**config.mk**
```make
export PLATFORM = sky130hd
export DESIGN_NAME = alu1_nibble_sequencer_flat
export DESIGN_NICKNAME = d
export VERILOG_FILES = /design/src/rtl/alu1_nibble_sequencer_if.sv /design/src/rtl/alu1_nibble_sequencer.sv /design/src/flat_wrapper.sv
export SDC_FILE = /design/constraint.sdc
export NUM_CORES = 1
export LEC_CHECK = 0
export BUFFER_PORTS_ARGS = -buffer_cell sky130_fd_sc_hd__clkbuf_2
export CAP_MARGIN = 10
export CORE_MARGIN = 1
export CORE_UTILIZATION = 40
export DETAILED_ROUTE_END_ITERATION = 8
export GPL_ROUTABILITY_DRIVEN = 0
export PLACE_DENSITY = 0.72
export RECOVER_POWER = 100
export SYNTH_ARGS = -nofsm -noshare
export SYNTH_HDL_FRONTEND = slang
export SYNTH_SLANG_ARGS = --single-unit
```
**constraint.sdc**
```tcl
create_clock -name clk -period 1.25 [get_ports clk]
set_input_delay 0.0625 -clock clk [delete_from_list [all_inputs] [get_ports clk]]
set_output_delay 0.0625 -clock clk [all_outputs]
set_load 0.05 [all_outputs]
```
**src/rtl/alu1_nibble_sequencer_if.sv**
```systemverilog
// Request, response and slice bundle for alu1_nibble_sequencer.
// The sequencer takes the slave view; whoever owns the requesters and the slice takes the master view.
interface alu1_nibble_sequencer_if #(parameter int WIDTH = 16);
   logic [1:0]            req_valid;
   logic [1:0]            req_ready;
   logic [1:0][3:0]       req_ctl;
   logic [1:0][WIDTH-1:0] req_a;
   logic [1:0][WIDTH-1:0] req_b;
   logic [3:0]            slice_a;
   logic [3:0]            slice_b;
   logic [3:0]            slice_ctl;
   logic [3:0]            slice_f;
   logic [3:0]            slice_g;
   logic                  resp_valid;
   logic                  resp_ready;
   logic                  resp_id;
   logic [WIDTH-1:0]      resp_f;
   logic [WIDTH-1:0]      resp_g;

   modport slave (
      input  req_valid, req_ctl, req_a, req_b, resp_ready, slice_f, slice_g,
      output req_ready, slice_a, slice_b, slice_ctl, resp_valid, resp_id, resp_f, resp_g
   );

   modport master (
      output req_valid, req_ctl, req_a, req_b, resp_ready, slice_f, slice_g,
      input  req_ready, slice_a, slice_b, slice_ctl, resp_valid, resp_id, resp_f, resp_g
   );
endinterface

```
**src/rtl/alu1_nibble_sequencer.sv**
```systemverilog
// Time-shares one 4-bit ALU slice between two round-robin requesters, one nibble per cycle, LSB first.
// Define ALU1_SEQ_SLICE_REG_EN to register the slice drive outputs (adds one RUN cycle of latency).
module alu1_nibble_sequencer #(
   parameter int WIDTH = 16
) (
   input  logic                  clk,
   input  logic                  rst_n,
   alu1_nibble_sequencer_if.slave bus,
   output logic                  busy
);
   localparam int NIBBLES = WIDTH / 4;
   localparam int CW      = (NIBBLES > 1) ? $clog2(NIBBLES) : 1;
   localparam logic [CW-1:0] LAST_NIB = CW'(NIBBLES - 1);

   typedef enum logic [1:0] {IDLE, RUN, DONE} state_t;

   state_t           state_q, state_d;
   logic             last_q, last_d;
   logic             id_q, id_d;
   logic [3:0]       ctl_q, ctl_d;
   logic [WIDTH-1:0] a_q, a_d;
   logic [WIDTH-1:0] b_q, b_d;
   logic [CW-1:0]    cnt_q, cnt_d;
   logic [WIDTH-1:0] f_q, f_d;
   logic [WIDTH-1:0] g_q, g_d;
   logic [WIDTH+3:0] fShift, gShift;
   logic [1:0]       reqReady;
   logic             grant;
   logic             capture;
`ifdef ALU1_SEQ_SLICE_REG_EN
   logic [3:0]       sa_q, sa_d;
   logic [3:0]       sb_q, sb_d;
   logic [3:0]       sctl_q, sctl_d;
   logic             drain_q, drain_d;
`endif

   // Round-robin: on a tie, the requester that did not win last time goes next.
   assign grant = (bus.req_valid == 2'b11) ? ~last_q : bus.req_valid[1];

   always_ff @(posedge clk or negedge rst_n) begin
      if (!rst_n) begin
         state_q <= IDLE;
         last_q  <= 1'b1;
         id_q    <= 1'b0;
         ctl_q   <= '0;
         a_q     <= '0;
         b_q     <= '0;
         cnt_q   <= '0;
         f_q     <= '0;
         g_q     <= '0;
`ifdef ALU1_SEQ_SLICE_REG_EN
         sa_q    <= '0;
         sb_q    <= '0;
         sctl_q  <= '0;
         drain_q <= 1'b0;
`endif
      end else begin
         state_q <= state_d;
         last_q  <= last_d;
         id_q    <= id_d;
         ctl_q   <= ctl_d;
         a_q     <= a_d;
         b_q     <= b_d;
         cnt_q   <= cnt_d;
         f_q     <= f_d;
         g_q     <= g_d;
`ifdef ALU1_SEQ_SLICE_REG_EN
         sa_q    <= sa_d;
         sb_q    <= sb_d;
         sctl_q  <= sctl_d;
         drain_q <= drain_d;
`endif
      end
   end

   // Results shift in from the top, so after NIBBLES captures nibble 0 sits in bits [3:0].
   always_comb begin
      state_d  = state_q;
      last_d   = last_q;
      id_d     = id_q;
      ctl_d    = ctl_q;
      a_d      = a_q;
      b_d      = b_q;
      cnt_d    = cnt_q;
      f_d      = f_q;
      g_d      = g_q;
      reqReady = '0;
      capture  = 1'b0;
      fShift   = {bus.slice_f, f_q};
      gShift   = {bus.slice_g, g_q};
`ifdef ALU1_SEQ_SLICE_REG_EN
      sa_d     = sa_q;
      sb_d     = sb_q;
      sctl_d   = sctl_q;
      drain_d  = drain_q;
`endif
      unique case (state_q)
         IDLE: begin
            if (|bus.req_valid) begin
               reqReady[grant] = 1'b1;
               last_d  = grant;
               id_d    = grant;
               ctl_d   = bus.req_ctl[grant];
               a_d     = bus.req_a[grant];
               b_d     = bus.req_b[grant];
               cnt_d   = '0;
               f_d     = '0;
               g_d     = '0;
`ifdef ALU1_SEQ_SLICE_REG_EN
               drain_d = 1'b0;
`endif
               state_d = RUN;
            end
         end
         RUN: begin
`ifdef ALU1_SEQ_SLICE_REG_EN
            // Issue nibble cnt into the output registers; the slice answer for it is captured next cycle.
            capture = drain_q || (cnt_q != '0);
            if (!drain_q) begin
               sa_d   = 4'(a_q >> {cnt_q, 2'b00});
               sb_d   = 4'(b_q >> {cnt_q, 2'b00});
               sctl_d = ctl_q;
               if (cnt_q == LAST_NIB) drain_d = 1'b1;
               else                   cnt_d   = cnt_q + 1'b1;
            end else begin
               state_d = DONE;
            end
`else
            capture = 1'b1;
            if (cnt_q == LAST_NIB) state_d = DONE;
            else                   cnt_d   = cnt_q + 1'b1;
`endif
            if (capture) begin
               f_d = fShift[WIDTH+3:4];
               g_d = gShift[WIDTH+3:4];
            end
         end
         DONE: begin
            if (bus.resp_ready) state_d = IDLE;
         end
         default: state_d = IDLE;
      endcase
   end

`ifdef ALU1_SEQ_SLICE_REG_EN
   assign bus.slice_a   = sa_q;
   assign bus.slice_b   = sb_q;
   assign bus.slice_ctl = sctl_q;
`else
   assign bus.slice_a   = 4'(a_q >> {cnt_q, 2'b00});
   assign bus.slice_b   = 4'(b_q >> {cnt_q, 2'b00});
   assign bus.slice_ctl = ctl_q;
`endif

   // Gate the accept pulse with reset so a requester held valid during reset never sees req_ready.
   assign bus.req_ready  = reqReady & {2{rst_n}};
   assign bus.resp_valid = (state_q == DONE);
   assign bus.resp_id    = id_q;
   assign bus.resp_f     = f_q;
   assign bus.resp_g     = g_q;
   assign busy           = (state_q != IDLE);
endmodule

```
**src/flat_wrapper.sv**
```systemverilog
// flat-port wrapper written by rule: the top's interface ports become plain ports
module alu1_nibble_sequencer_flat 
#(
   parameter int WIDTH = 16
)
  (clk, rst_n, busy, bus_req_valid, bus_req_ctl, bus_req_a, bus_req_b, bus_resp_ready, bus_slice_f, bus_slice_g, bus_req_ready, bus_slice_a, bus_slice_b, bus_slice_ctl, bus_resp_valid, bus_resp_id, bus_resp_f, bus_resp_g);
  alu1_nibble_sequencer_if #(.WIDTH(WIDTH)) bus_i ();
  input  logic clk;
  input  logic rst_n;
  output logic busy;
  input wire logic [$bits(bus_i.req_valid)-1:0] bus_req_valid;
  input wire logic [$bits(bus_i.req_ctl)-1:0] bus_req_ctl;
  input wire logic [$bits(bus_i.req_a)-1:0] bus_req_a;
  input wire logic [$bits(bus_i.req_b)-1:0] bus_req_b;
  input wire logic [$bits(bus_i.resp_ready)-1:0] bus_resp_ready;
  input wire logic [$bits(bus_i.slice_f)-1:0] bus_slice_f;
  input wire logic [$bits(bus_i.slice_g)-1:0] bus_slice_g;
  output wire logic [$bits(bus_i.req_ready)-1:0] bus_req_ready;
  output wire logic [$bits(bus_i.slice_a)-1:0] bus_slice_a;
  output wire logic [$bits(bus_i.slice_b)-1:0] bus_slice_b;
  output wire logic [$bits(bus_i.slice_ctl)-1:0] bus_slice_ctl;
  output wire logic [$bits(bus_i.resp_valid)-1:0] bus_resp_valid;
  output wire logic [$bits(bus_i.resp_id)-1:0] bus_resp_id;
  output wire logic [$bits(bus_i.resp_f)-1:0] bus_resp_f;
  output wire logic [$bits(bus_i.resp_g)-1:0] bus_resp_g;
  assign bus_i.req_valid = bus_req_valid;
  assign bus_i.req_ctl = bus_req_ctl;
  assign bus_i.req_a = bus_req_a;
  assign bus_i.req_b = bus_req_b;
  assign bus_i.resp_ready = bus_resp_ready;
  assign bus_i.slice_f = bus_slice_f;
  assign bus_i.slice_g = bus_slice_g;
  assign bus_req_ready = bus_i.req_ready;
  assign bus_slice_a = bus_i.slice_a;
  assign bus_slice_b = bus_i.slice_b;
  assign bus_slice_ctl = bus_i.slice_ctl;
  assign bus_resp_valid = bus_i.resp_valid;
  assign bus_resp_id = bus_i.resp_id;
  assign bus_resp_f = bus_i.resp_f;
  assign bus_resp_g = bus_i.resp_g;
  alu1_nibble_sequencer #(.WIDTH(WIDTH)) u_core (.clk(clk), .rst_n(rst_n), .bus(bus_i), .busy(busy));
endmodule
```
==> results of run 1 <==
## power by group
group / internal (mW) / switching [mW]
clock network: 1.15 / 1.08
registers: 3.57 / 0.908
logic: 5.98 / 7.35
## flip-flops by register name, summed over array words and instances, names as in the netlist
signal                count
u_core.state_q            2
u_core.last_q             1
u_core.bus.resp_id        1
u_core.bus.resp_f        16
u_core.bus.slice_ctl      4
u_core.a_q               16
u_core.cnt_q              2
u_core.bus.resp_g        16
u_core.b_q               16
## area by class of cell
class | instances | area (µm²) | area share
timing repair buffer | 258 | 2350 | 0.370
sequential | 74 | 1850 | 0.292
multi-input combinational | 228 | 1760 | 0.278
tap | 105 | 131 | 0.0207
clock buffer | 9 | 124 | 0.0195
clock inverter | 7 | 103 | 0.0162
inverter | 3 | 16.3 | 0.00256
antenna | 1 | 2.50 | 0.000395
## cells by family after synthesis
kind of cell | Yosys count | synth area share
and+or+nand+nor | 127 | 0.165
AOI/OAI and AO/OA | 91 | 0.177
DFF | 74 | 0.549
buffers and inverters | 33 | 0.0485
muxes | 9 | 0.0567
adders and majority gates | 1 | 0.00370
## per-layer routing
| layer | vias to the layer above | part of all wire | GRT usage |
|---|---|---|---|
| met2 | 214 | 0.51 | 0.495 |
| li1 | 1676 | - | - |
| met5 | - | 0 | 0 |
| met3 | 69 | 0.056 | 0.0510 |
| met4 | 0 | 0.053 | 0.185 |
| met1 | 1857 | 0.38 | 0.359 |
## synthesized netlist by cell type
cell / instances / share of area
a22o_1: 4 / 0.010
dfrtp_1: 73 / 0.54
nor3b_1: 1 / 0.0022
and2_1: 2 / 0.0037
nand2b_1: 1 / 0.0019
buf_6: 3 / 0.010
a21oi_1: 17 / 0.025
mux2_2: 1 / 0.0033
buf_2: 11 / 0.016
inv_1: 3 / 0.0033
nand2_1: 97 / 0.11
and3_1: 21 / 0.039
clkbuf_1: 13 / 0.014
a221o_1: 20 / 0.059
nor2b_1: 2 / 0.0037
o21ai_0: 25 / 0.037
ha_1: 1 / 0.0037
buf_1: 2 / 0.0022
and3_4: 1 / 0.0033
a21bo_2: 1 / 0.0030
mux4_2: 8 / 0.053
or2_1: 1 / 0.0019
dfstp_2: 1 / 0.0078
a21boi_0: 1 / 0.0022
buf_4: 1 / 0.0022
a31oi_1: 16 / 0.030
nor2_2: 1 / 0.0019
o21ai_1: 7 / 0.010
## worst paths after layout
check / start / to / slack, ps / cells past startpoint
max: u_core.cnt_q[0] / bus_slice_a[3] / -480 / 3
min: bus_req_a[20] / u_core.a_q[4] / 50 / 3
max reg2reg: u_core.cnt_q[0] / u_core.cnt_q[0] / -330 / 6
min reg2reg: u_core.bus.resp_g[7] / u_core.bus.resp_g[3] / 510 / 2
max in group asynchronous: rst_n / u_core.a_q[6] / 140 / 3
min in group asynchronous: rst_n / u_core.bus.resp_f[12] / 620 / 3
## stage by stage
stage           util  setup TNS (ps)
2_1_floorplan      -           -2700
3_3_place_gp   0.532           -1930
3_5_place_dp   0.532           -2530
4_1_cts        0.722          -13660
5_1_grt        0.776          -21610
6_report       0.776          -18730
## critical path: stages (launching register included)
cell and delay, ps:
dfrtp_2 420, buf_6 160, mux4_2 540, buf_8 170
## repair_timing
item | in CTS | in global routing
hold endpoints to repair | 117 | 0
hold buffers | 61 | 0
pin swaps | 18 | 50
cloned | 9 | 6
endpoints found under the setup margin | 51 | 86
buffers inserted | 21 | 9
resized for setup | 89 | 94
==> impl_metrics.ini, run 1 <==
[synthesis]
synth_seq_cells = 74
syn_nets = 421
synthCells = 335
yosysSeqAreaShare = 0.549
synth.distinct_cells = 28
avgSynthCellArea_um2 = 10.1
yosys_warnings = 0
netlist_area_mm2 = 0.00338

[sta]
slew_headroom = 0.512
fmax_ghz = 0.578
finalCriticalPeriod_ps = 1730
fin_crit_sh = 1.38
setup_slack_ps = -481
hold_violations = 0
slew_viol_final = 0
tightestPinTransition_ps = 731
setup_viol = 86
worst_clock_skew_ps = 11.8
timing.hold.ws_ps = 45.0
rsz0062_at_grt = yes

[routing]
drc = 0
dr.pass1.iters = 4
routed_via_density = 5.57
wl_per_cell_um = 21.0
vias = 3816
drt_iter0_markers = 261
ant_nets = 0
routed_wl_um = 14400

[placed_design]
place_ws_ps = -127
place_area_mm2 = 0.00435
dp.cells = 569
hpwl_um = 6480
port-buffer-count = 133

[die]
die_area_mm2 = 0.00881
initial_core_util = 0.413
die_w_um = 93.9
rows = 33
fp.dieH_um = 93.9
ios = 134
core_area_mm2 = 0.00818

[global_route]
grt_pass1_vias = 3829
grt_first_pass_wirelength_um = 19600
track_usage = 0.298
antenna_found_initial = 1
grt_max_degree = 47
grt-ovfl-total = 0

[clock_network]
clock_path_buffers = 2
clock_latency_ps = 360
cts_made_buffers = 9
cts-htree-levels = 3
cts-root-buf = clkbuf_8
cts_tree = done
cts.sinks = 74
path_clk_slew_ps = 90

[power_and_ir_drop]
peakVddDrop_uv = 1920
powerDensity_mw_per_mm2 = 3160
fin_total_pwr_mw = 20.0
leakage_nw = 2.99

[worst_setup_path]
crit_required_ps = 1190
crit_type = reg2out
crit_arrival_ps = 1670
critPathMaxFanout = 5
endpoint_kind = output pin
cp-start-kind = register

[cells_and_area]
drive_above_1_share = 0.513
fin_area_mm2 = 0.00634
stdcell_count = 685
nFillCells = 491
mostFrequentLayoutCells = clkbuf_2 (121), nand2_1 (92), dfrtp_1 (72)
syn_to_final_growth_pct = 87.8
final_common_cell = clkbuf_2
final_nets = 660

[hold_path]
hold_path.class = in2reg

[run]
maxCapViolCount = 0

[status]
failed_checks = setup timing
status = complete, but fails checks
(Power assumes the default switching activity.)
==> run 2: changes to the inputs <==
--- a/config.mk
+++ b/config.mk
@@ -7,11 +7,13 @@
 export LEC_CHECK = 0
 export BUFFER_PORTS_ARGS = -buffer_cell sky130_fd_sc_hd__clkbuf_2
 export CAP_MARGIN = 10
+export CELL_PAD_IN_SITES_DETAIL_PLACEMENT = 0
+export CELL_PAD_IN_SITES_GLOBAL_PLACEMENT = 1
 export CORE_MARGIN = 1
-export CORE_UTILIZATION = 40
+export CORE_UTILIZATION = 32
 export DETAILED_ROUTE_END_ITERATION = 8
 export GPL_ROUTABILITY_DRIVEN = 0
-export PLACE_DENSITY = 0.72
+export PLACE_DENSITY = 0.76
 export RECOVER_POWER = 100
 export SYNTH_ARGS = -nofsm -noshare
 export SYNTH_HDL_FRONTEND = slang
==> constraint.sdc (replaced) <==
create_clock -name clk -period 1.25 [get_ports clk]
set_input_delay 0.0625 -clock clk [delete_from_list [all_inputs] [get_ports clk]]
set_output_delay 0.0625 -clock clk [all_outputs]
set_load 0.01 [all_outputs]
==> impl_metrics.ini, run 2 (synthesis gave the netlist of run 1 again) <==
[status]
status = complete, but fails checks
failed_checks = setup timing

[worst_setup_path]
r2r_end = u_core.b_q[1]
critPathMaxStageDelay_ps = 520
reg2reg_slack_ps = -270
crit_arrival_ps = 1600
reg2reg_depth = 7
crit_type = reg2out
critPathMaxFanout = 6
cp-start-kind = register
slowest_stage = mux4_2
worstReg2RegStart = u_core.state_q[1]
crit_required_ps = 1190
endpoint_kind = output pin
crit_chain = buf_6 -> mux4_2 -> clkbuf_2

[die]
die_w_um = 105
ios = 134
die_area_mm2 = 0.0110
rows = 37
fp.dieH_um = 105
core_area_mm2 = 0.0103
initial_core_util = 0.329

[cells_and_area]
final_nets = 657
regArea_mm2 = 0.00185
antenna_cells = 0
multi_input_area_mm2 = 0.00185
stdcell_count = 712
drive_above_1_share = 0.451
final_util = 0.604
mostFrequentLayoutCells = nand2_1 (92), clkbuf_2 (92), dfrtp_1 (73)
nFillCells = 875
syn_to_final_growth_pct = 83.7

[routing]
drc = 0
vias = 3604
routed_wl_um = 12600
dr.pass1.iters = 4
drt_iter0_markers = 178
wl_per_cell_um = 17.7
routed_via_density = 5.06
ant_nets = 0

[clock_network]
clock_latency_ps = 340
cts_made_buffers = 9
cts_tree = done
cts-htree-levels = 3
path_clk_slew_ps = 70
cts.sinks = 74
cts-root-buf = clkbuf_8
clock_path_buffers = 2

[sta]
worst_clock_skew_ps = 12.5
setup-tns-final_ps = -15990
hold_violations = 0
slew_viol_final = 0
tightestPinTransition_ps = 840
finalCriticalPeriod_ps = 1660
setup_viol = 85
slew_headroom = 0.440
rsz0062_at_grt = yes
setup_slack_ps = -412
fin_crit_sh = 1.33
fmax_ghz = 0.602

[hold_path]
min_path_cells = 3
min_from = bus_req_b[8]
hold_path.class = in2reg
holdPathEnd = u_core.b_q[8]

[global_route]
antenna_found_initial = 0
grt_pass1_vias = 3790
track_usage = 0.232
grt-ovfl-total = 0
grt_first_pass_wirelength_um = 19500
grt_max_degree = 41

[placed_design]
dp.cells = 594
port-buffer-count = 133
hpwl_um = 6190
place_ws_ps = -104

[power_and_ir_drop]
leakage_nw = 2.81
peakVddDrop_uv = 877
seqPwrFrac = 0.274
combPwrFrac = 0.595
powerDensity_mw_per_mm2 = 2550
internal-power_mw = 9.73
netSwitchingPower_mw = 6.11
switching_share = 0.386
power.share.clock = 0.130
fin_total_pwr_mw = 15.8

[run]
maxCapViolCount = 0
-- run 2: worst max-delay path: cells and delay by family (launching register included) --
kind                   cells  cell delay [ps]
DFF                        1              420
muxes                      1              520
buffers and inverters      2              330
-- run 2: cell type report --
class / count / share of cell area
clock buffer: 12 / 0.0234
clock inverter: 4 / 0.0119
inverter: 3 / 0.00222
multi-input combinational: 230 / 0.298
sequential: 74 / 0.299
tap: 136 / 0.0274
timing repair buffer: 253 / 0.338
-- run 2: power by group through the flow --
stage          Combinational, mW  Clock, mW  Sequential, mW
2_1_floorplan               3.30          0            4.41
3_3_place_gp                5.60          0            4.28
3_5_place_dp                5.72          0            4.32
4_1_cts                     9.33       2.13            4.31
5_1_grt                     10.1       2.24            4.47
6_report                    9.43       2.07            4.34
-- run 2: how the worst max path moves through the flow --
stage | to | start | slack (ps) | depth (start not counted)
2_1_floorplan | u_core.a_q[0] | u_core.last_q | -100 | 5
5_1_grt | bus_slice_a[2] | u_core.cnt_q[0] | -460 | 3
6_report | bus_slice_a[2] | u_core.cnt_q[0] | -410 | 3
4_1_cts | bus_slice_a[2] | u_core.cnt_q[0] | -390 | 3
3_3_place_gp | bus_req_ready[0] | u_core.last_q | -90 | 4
3_5_place_dp | bus_req_ready[0] | u_core.last_q | -100 | 4
-- run 2: repair_timing --
action,in CTS,in global routing
setup endpoints to repair,82,85
endpoints found under the hold margin,118,0
pin swaps,47,42
hold buffers,61,0
gates resized for setup,125,60
gates cloned,17,1
setup buffers,26,18
-- run 2: routing by layer --
layer / vias to the layer above / track usage / part of all wire
met4: 0 / 0.0785 / 0.021
met5: - / 0 / 0
met2: 139 / 0.421 / 0.52
li1: 1673 / - / -
met1: 1766 / 0.274 / 0.41
met3: 26 / 0.0437 / 0.048
-- run 2: metrics by stage --
step,area (µm²),hold WS (ps)
CTS,6160,13.2
global placement,4320,150
detailed placement,4320,148
finish,6200,32.5
floorplan,3400,-233
global route,6200,8.64
